--- config.mk ---
export PLATFORM = sky130hd
export DESIGN_NAME = udp_pkt_buf
export DESIGN_NICKNAME = d
export VERILOG_FILES = /design/src/rtl/udp_pkt_buf.sv
export SDC_FILE = /design/constraint.sdc
export NUM_CORES = 1
export LEC_CHECK = 0
export CAP_MARGIN = 20
export CORE_UTILIZATION = 50
export DETAILED_ROUTE_END_ITERATION = 12
export GPL_TIMING_DRIVEN = 0
export PLACE_DENSITY = 0.8
export SLEW_MARGIN = 30
export SYNTH_ARGS = -nofsm -noshare
export SYNTH_HDL_FRONTEND = slang
export SYNTH_SLANG_ARGS = --single-unit
--- constraint.sdc ---
create_clock -name clk -period 2.79 [get_ports clk]
set_input_delay 0.6975 -clock clk [delete_from_list [all_inputs] [get_ports clk]]
set_output_delay 0.6975 -clock clk [all_outputs]
set_load 0.01 [all_outputs]
--- src/rtl/udp_pkt_buf.sv ---
// rtl/udp_pkt_buf.sv - FIFO to ping-pong RAM packetiser feeding the UDP send engine
//
// Ports:
//   clk          system clock
//   RST          synchronous reset, active-high
//   begin_work   CPU enable level (asynchronous, 2-flop synchronised)
//   cont_mode    1 = re-arm while enabled, 0 = one packet per enable rising edge
//   length       words per packet, sampled when leaving IDLE
//   udp_busy     UDP engine busy (asynchronous, 2-flop synchronised)
//   err_clr      clears the sticky err / len_err flags
//   fifo_data    FIFO read data
//   fifo_usedw   FIFO fill level
//   fifo_rden    FIFO read enable
//   ram_data     RAM write data (combinational copy of fifo_data)
//   ram_addr     RAM write address, MSB selects the bank being filled
//   ram_wren     RAM write enable
//   ping_pong    bank currently owned by the UDP engine
//   udp_start    start pulse to the UDP engine, START_W cycles wide
//   udp_len      length of the most recently committed bank
//   pkt_cnt      committed packet count, wraps
//   err          sticky: bank flipped while the engine was busy
//   len_err      sticky: requested length was 0 or larger than one bank

module udp_pkt_buf #(
    parameter int DW      = 16,
    parameter int AW      = 10,
    parameter int UW      = 13,
    parameter int RD_LAT  = 1,
    parameter int START_W = 10
) (
    input  logic          clk,
    input  logic          RST,
    input  logic          begin_work,
    input  logic          cont_mode,
    input  logic [15:0]   length,
    input  logic          udp_busy,
    input  logic          err_clr,
    input  logic [DW-1:0] fifo_data,
    input  logic [UW-1:0] fifo_usedw,
    output logic          fifo_rden,
    output logic [DW-1:0] ram_data,
    output logic [AW:0]   ram_addr,
    output logic          ram_wren,
    output logic          ping_pong,
    output logic          udp_start,
    output logic [15:0]   udp_len,
    output logic [15:0]   pkt_cnt,
    output logic          err,
    output logic          len_err
);

    typedef enum logic [2:0] {
        S_IDLE,
        S_WAIT_DATA,
        S_READ,
        S_DRAIN,
        S_FLIP,
        S_WAIT_BUSY,
        S_START
    } state_t;

    localparam int          SCW = $clog2(START_W + 1);
    localparam logic [31:0] LIM = 32'd1 << AW;

    state_t          state_q, state_d;
    logic            begin_m_q, begin_s_q, begin_p_q;
    logic            busy_m_q, busy_s_q;
    logic [15:0]     len_q, len_d;
    logic [AW:0]     rd_cnt_q, rd_cnt_d;
    logic [AW:0]     wr_cnt_q, wr_cnt_d;
    logic [AW:0]     addr_q, addr_d;
    logic            pp_q, pp_d;
    logic [15:0]     udp_len_q, udp_len_d;
    logic [15:0]     pkt_cnt_q, pkt_cnt_d;
    logic            err_q, err_d;
    logic            len_err_q, len_err_d;
    logic [SCW-1:0]  st_cnt_q, st_cnt_d;

    logic            rden;
    logic            wr_en;
    logic            start_req;
    logic            len_ok;
    logic            err_set;
    logic            len_err_set;

    // Synchronisers; begin_p_q holds the previous synchronised level for edge detection.
    always_ff @(posedge clk) begin
        if (RST) begin
            begin_m_q <= 1'b0;
            begin_s_q <= 1'b0;
            begin_p_q <= 1'b0;
            busy_m_q  <= 1'b0;
            busy_s_q  <= 1'b0;
        end else begin
            begin_m_q <= begin_work;
            begin_s_q <= begin_m_q;
            begin_p_q <= begin_s_q;
            busy_m_q  <= udp_busy;
            busy_s_q  <= busy_m_q;
        end
    end

    assign rden = (state_q == S_READ);

    // Write strobe is the read strobe delayed by the FIFO read latency.
    generate
        if (RD_LAT == 0) begin : g_lat0
            assign wr_en = rden;
        end else begin : g_latn
            logic [RD_LAT-1:0] pipe_q;
            logic [RD_LAT:0]   chain;
            assign chain = {pipe_q, rden};
            always_ff @(posedge clk) begin
                if (RST) begin
                    pipe_q <= '0;
                end else begin
                    pipe_q <= chain[RD_LAT-1:0];
                end
            end
            assign wr_en = pipe_q[RD_LAT-1];
        end
    endgenerate

    assign start_req = cont_mode ? begin_s_q : (begin_s_q & ~begin_p_q);
    assign len_ok    = (length != 16'd0) && (32'(length) <= LIM);

    always_comb begin
        state_d     = state_q;
        len_d       = len_q;
        rd_cnt_d    = rd_cnt_q;
        wr_cnt_d    = wr_cnt_q;
        addr_d      = addr_q;
        pp_d        = pp_q;
        udp_len_d   = udp_len_q;
        pkt_cnt_d   = pkt_cnt_q;
        st_cnt_d    = st_cnt_q;
        err_set     = 1'b0;
        len_err_set = 1'b0;

        // Only the in-bank offset advances, so the bank bit can never wrap.
        if (wr_en) begin
            addr_d   = {addr_q[AW], addr_q[AW-1:0] + AW'(1)};
            wr_cnt_d = wr_cnt_q + (AW+1)'(1);
        end

        case (state_q)
            S_IDLE: begin
                addr_d   = {~pp_q, {AW{1'b0}}};
                rd_cnt_d = '0;
                wr_cnt_d = '0;
                if (start_req) begin
                    if (!len_ok) begin
                        len_err_set = 1'b1;
                    end else begin
                        len_d   = length;
                        state_d = S_WAIT_DATA;
                    end
                end
            end
            S_WAIT_DATA: begin
                if (32'(fifo_usedw) >= 32'(len_q)) begin
                    state_d = S_READ;
                end
            end
            S_READ: begin
                rd_cnt_d = rd_cnt_q + (AW+1)'(1);
                if (16'(rd_cnt_q) == len_q - 16'd1) begin
                    state_d = S_DRAIN;
                end
            end
            S_DRAIN: begin
                if (16'(wr_cnt_q) == len_q) begin
                    state_d = S_FLIP;
                end
            end
            S_FLIP: begin
                pp_d      = ~pp_q;
                udp_len_d = len_q;
                pkt_cnt_d = pkt_cnt_q + 16'd1;
                err_set   = busy_s_q;
                state_d   = S_WAIT_BUSY;
            end
            S_WAIT_BUSY: begin
                if (!busy_s_q) begin
                    st_cnt_d = '0;
                    state_d  = S_START;
                end
            end
            S_START: begin
                if (st_cnt_q == SCW'(START_W - 1)) begin
                    state_d = S_IDLE;
                end else begin
                    st_cnt_d = st_cnt_q + SCW'(1);
                end
            end
            default: state_d = S_IDLE;
        endcase

        // A set in the same cycle as a clear wins.
        err_d     = err_set     | (err_q     & ~err_clr);
        len_err_d = len_err_set | (len_err_q & ~err_clr);
    end

    always_ff @(posedge clk) begin
        if (RST) begin
            state_q   <= S_IDLE;
            len_q     <= '0;
            rd_cnt_q  <= '0;
            wr_cnt_q  <= '0;
            addr_q    <= '0;
            pp_q      <= 1'b0;
            udp_len_q <= '0;
            pkt_cnt_q <= '0;
            st_cnt_q  <= '0;
            err_q     <= 1'b0;
            len_err_q <= 1'b0;
        end else begin
            state_q   <= state_d;
            len_q     <= len_d;
            rd_cnt_q  <= rd_cnt_d;
            wr_cnt_q  <= wr_cnt_d;
            addr_q    <= addr_d;
            pp_q      <= pp_d;
            udp_len_q <= udp_len_d;
            pkt_cnt_q <= pkt_cnt_d;
            st_cnt_q  <= st_cnt_d;
            err_q     <= err_d;
            len_err_q <= len_err_d;
        end
    end

    assign fifo_rden = rden;
    assign ram_data  = fifo_data;
    assign ram_addr  = addr_q;
    assign ram_wren  = wr_en;
    assign ping_pong = pp_q;
    assign udp_start = (state_q == S_START);
    assign udp_len   = udp_len_q;
    assign pkt_cnt   = pkt_cnt_q;
    assign err       = err_q;
    assign len_err   = len_err_q;

endmodule
After elaboration in Yosys (flattened, before gate mapping)
Index checks and enable logic that the tools add are counted.
W data, S select, Z words.
Storage, ports and cells
  input bits: 51
  output and inout bits: 65
  bits in registers: 97
Cells by class
  muxes and demuxes: 19
  reduce and logical (&&, ||, !) cells: 9
  $add $sub $neg: 6
  $lt $le $gt $ge: 2
  bitwise operators: 8
  eq/ne operators: 17
Operator list (number)
  $eq A11 B16 Y1: 2
  $add A11 B1 Y11 const B: 2
  $pmux W11 S2: 1
  $mux W3: 7
  $pmux W3 S7: 1
  $add A16 B1 Y16 const B: 1
  $ge A13 B16 Y1: 1
  $le A16 B11 Y1 const B: 1
  $reduce_bool A16 Y1: 1
  $sub A16 B1 Y16 const B: 1
  $ne A2 B2 Y1 const B: 6
  $mux W11: 1
  $add A10 B1 Y10 const B: 1
  $mux W10: 1
  $eq A3 B3 Y1 const B: 3
  $mux W4: 2
  $pmux W4 S2: 1
  $reduce_and A7 Y1: 1
  $eq A3 B2 Y1 const B: 2
  $reduce_and A3 Y1: 2
  $mux W1: 5
  $add A4 B1 Y4 const B: 1
  $eq A4 B4 Y1 const B: 1
  $ne A2 B1 Y1 const B: 2
  8 further kinds: 14

Logic depth before layout (Yosys ltp)
  depth in word-level cells: 6
  gate-level depth with buffers: 10

Worst setup path after synthesis
No wires, ideal clock.
  kind: input -> register
  start point: input port length[15]
  end point: register len_q[10]
  library setup time: 128 ps
  data required time: 2662 ps
  slack: 596 ps
  arrival time: 2066 ps
  cell stages on the path: 5
  cells stage by stage: or4_1 -> nor3_4 -> buf_4 -> mux2i_1 -> nor2_1
On the way
  cells in the longest elaborated chain, start to end: 3
  elaborated cells between the ends (all ways): 4
  classes of those cells: order compare: 1; reduce/logical: 3
RTL lines
  from (decl): line 35  | input logic [15:0] length,
  $le A16 B11 Y1 / $reduce_bool A16 Y1 (equally long branches): line 125  | assign len_ok = (length != 16'd0) && (32'(length) <= LIM);
  $logic_and A1 B1 Y1 *: line 125
  $reduce_and A3 Y1 (no source line) *
  to (signal assigned): line 219  | len_q <= len_d;
  to (decl): line 68  | logic [15:0] len_q, len_d;
Every way passes the cells marked *; elsewhere a longest branch is shown, timed or not.
A chain may end at the register's enable or synchronous reset.

Worst setup path after layout
  start point: register state_q[2]
  end point: output port udp_start
On the way
  cells in the longest elaborated chain, start to end: 1
RTL lines
  from (decl): line 65  | state_t state_q, state_d;
  from (signal assigned): line 218  | state_q <= state_d;
  $eq A3 B3 Y1: line 237  | assign udp_start = (state_q == S_START);
  to (decl): line 45  | output logic udp_start,
No other way between the ends.

==> flow_metrics.env <==
export IMPL_synthArstFlopShare_pct=0
export IMPL_cp_end_kind="primary output"
export IMPL_critical_path_class="flop to primary output"
export IMPL_drtPass1Iterations=5
export IMPL_finalSetupViolCount=0
export IMPL_tightest_slew_ns=0.638
export IMPL_synth_top_family_by_area="simple AND/OR/NAND/NOR gates"
export IMPL_slew_headroom_pct=56.9
export IMPL_viasPerCell=5.33
export IMPL_first_iter_violations=256
export IMPL_clockBufferDepth=2
export IMPL_wire_per_inst_um=14.8
export IMPL_synth_nets=663
export IMPL_num_rows=35
export IMPL_n_antenna_cell=0
export IMPL_syn_instance_count=592
export IMPL_syn_cell_area_mm2=0.00486
export IMPL_yosys_register_bits=97
export IMPL_gp_congestion=0.878
export IMPL_fin_crit_ns=2.69
export IMPL_cpMaxStageDelayCell="clkdlybuf4s50_1"
export IMPL_fillerInstances=814
export IMPL_cp_required_ns=2.09
export IMPL_avgSynthCellArea_um2=8.21
export IMPL_die_width_um=101
export IMPL_dieArea_mm2=0.0101
export IMPL_grt_pass1_vias=4276
export IMPL_dp_hpwl_um=9420
export IMPL_area_growth_pct=28.0
export IMPL_grt_max_degree=17
export IMPL_cts_max_level=3
export IMPL_setup_ws_ns=0.104
export IMPL_yosysWarnings=0
export IMPL_skew_ns=0.00835
export IMPL_antenna_found_initial=0
export IMPL_grt_use_total_pct=25.3
export IMPL_fin_nets=774
export IMPL_clock_sinks=97
export IMPL_dp_slack_ns=-0.364
export IMPL_yosysUniqueCellTypes=53
export IMPL_core_area_mm2=0.00933
export IMPL_crit_arrival_ns=1.99
export IMPL_status="finished clean"
export IMPL_fmax_mhz=372
export IMPL_p_per_area_mw_per_mm2=402
export IMPL_leakagePower_uw=0.00226
export IMPL_rsz0062_at_grt="false"
export IMPL_startpoint_type="flop"
export IMPL_cp_slowest_stage_delay_ns=0.54
export IMPL_crit_buf_inv=4
export IMPL_path_clk_slew_ns=0.10
export IMPL_ios=116
export IMPL_start_util_pct=52.1
export IMPL_power_total_uw=2500
export IMPL_layout_drive_gt1_share_pct=6.08
export IMPL_root_buffer="clkbuf_8"
export IMPL_die_h_um=101
export IMPL_clk_latency_ns=0.37
export IMPL_worstHoldPathType="flop to flop"
export IMPL_cap_violations=0
export IMPL_synth_compound_area_share_pct=10.7
export IMPL_crit_family="buffers and inverters"
export IMPL_synth_area_mux_share_pct=2.68
export IMPL_final_common_cell="clkdlybuf4s50_1"
export IMPL_synth_adder_area_share_pct=5.15
export IMPL_cts_buffers=9
export IMPL_drc_errors=0
export IMPL_hold_slack_ns=0.443
export IMPL_synth_flop_cell="dfxtp_1"
export IMPL_yosys_area_share_xor_xnor_pct=10.6
export IMPL_dpl_instance_area_mm2=0.00601
export IMPL_irDropWorstVdd_mv=0.282
export IMPL_synth_edf_count=0
export IMPL_path_cells="inv_2, or3_1, buf_2, inv_1, clkdlybuf4s50_1"
export IMPL_synthSimpleGateAreaFrac_pct=24.0
export IMPL_grt_overflow=0
export IMPL_final_antenna_net_count=0
export IMPL_finalMaxSlewViolations=0
export IMPL_grt_pass1_wl_um=20100
export IMPL_fin_crit_sh_pct=96.3
export IMPL_num_vias=4460
export IMPL_finalHoldViolations=0
export IMPL_final_area_mm2=0.00622
export IMPL_tritoncts="yes"
export IMPL_final_cell_mix="99 x clkdlybuf4s50_1, 96 x dfxtp_1, 80 x nor2_1, 65 x nand2_1, 37 x a21oi_1"
export IMPL_yosysSeqAreaShare_pct=40.0
export IMPL_port_buffer_count=99
export IMPL_wirelength_um=12400
export IMPL_crit_fanout=7
[cells in the mapped netlist (4+ instances only)]
cell | n | area (µm²)
xnor2_1 | 23 | 201
dfxtp_1 | 97 | 1940
and4_1 | 6 | 52.6
nand4_1 | 16 | 100
nand2_1 | 65 | 244
a21oi_1 | 37 | 185
xor2_1 | 36 | 315
nor4_1 | 4 | 25.0
nand3_1 | 19 | 95.1
o21ai_0 | 18 | 90.1
nor3_1 | 15 | 75.1
and3_1 | 11 | 68.8
clkbuf_1 | 30 | 113
or3_1 | 5 | 31.3
nor2b_1 | 7 | 43.8
ha_1 | 20 | 250
buf_4 | 17 | 128
mux2i_1 | 13 | 130
nor2_1 | 80 | 300
inv_1 | 22 | 82.6
[per-stage QoR]
stage,TNS (ns),utilization (%),instances
after detailed placement,-3.79,64.4,820
final,0,66.7,836
after global placement,-3.44,64.4,820
after floorplan,0,-,592
after global routing,0,66.7,836
after CTS,0,66.5,835
[path summary, 6_finish.rpt]
kind,startpoint,end,slack (ns),cells after the start
max,state_q[2],udp_start,0.10,5
min,busy_m_q,busy_s_q,0.44,1
max reg2reg,len_q[0],state_q[0],0.40,9
min reg2reg,busy_m_q,busy_s_q,0.44,1
[state kept, by name, indices dropped and copies added (netlist names)]
register   flops
state_q        3
len_err        1
rd_cnt_q      11
st_cnt_q       4
len_q         16
pkt_cnt       16
ping_pong      1
busy_m_q       1
begin_m_q      1
ram_wren       1
begin_s_q      1
busy_s_q       1
wr_cnt_q      11
udp_len       16
err            1
begin_p_q      1
ram_addr      11
[report_power, final]
group          internal, µW  switching [µW]  total [µW]  leakage [µW]
logic                  97.6            65.1         163       0.00139
registers              1390            2.43        1390      0.000783
clock network           420             526         946     0.0000909
[final cells by class]
cell class / count / area, µm² / area share, %
multi-input combinational: 423 / 2580 / 41.5
sequential: 97 / 1950 / 31.3
timing repair buffer: 101 / 1010 / 16.2
buffer: 48 / 246 / 3.96
tap: 129 / 161 / 2.60
clock buffer: 10 / 128 / 2.05
inverter: 23 / 86.3 / 1.39
clock inverter: 5 / 65.1 / 1.05
[worst register-to-register path, cell delays in order (launching register included)]
cell and delay [ns]:
dfxtp_1 0.34, clkbuf_1 0.38, inv_1 0.09, ha_1 0.20, clkbuf_1 0.21, and4_1 0.26, a211o_1 0.29, and3_1 0.16
o211ai_1 0.21, o221ai_1 0.13
[metal layers]
layer	up-vias	GRT usage, %	routed length [µm]	share of wire [%]
li1	2214	-	-	-
met1	2083	31.4	5430	44
met2	144	44.2	6060	49
met3	19	4.16	658	5.3
met4	0	8.92	238	1.9
met5	-	0	0	0
[cells by family (layout without fill, tap and decap cells)]
kind of cell / Yosys count / in the layout
AOI/OAI and AO/OA: 86 / 86
DFF: 97 / 97
adders and majority gates: 20 / 20
and+or+nand+nor: 245 / 245
xor gates and xnor gates: 59 / 59
muxes: 13 / 13
buffers and inverters: 72 / 187
[timing repair]
item,in CTS,in global routing
buffers inserted,0,2
pin swaps,0,1
endpoints found under the setup margin,1,10
hold buffers,0,0
resized for setup,1,3
endpoints found under the hold margin,0,0
Power figures use the tool's default switching activity.
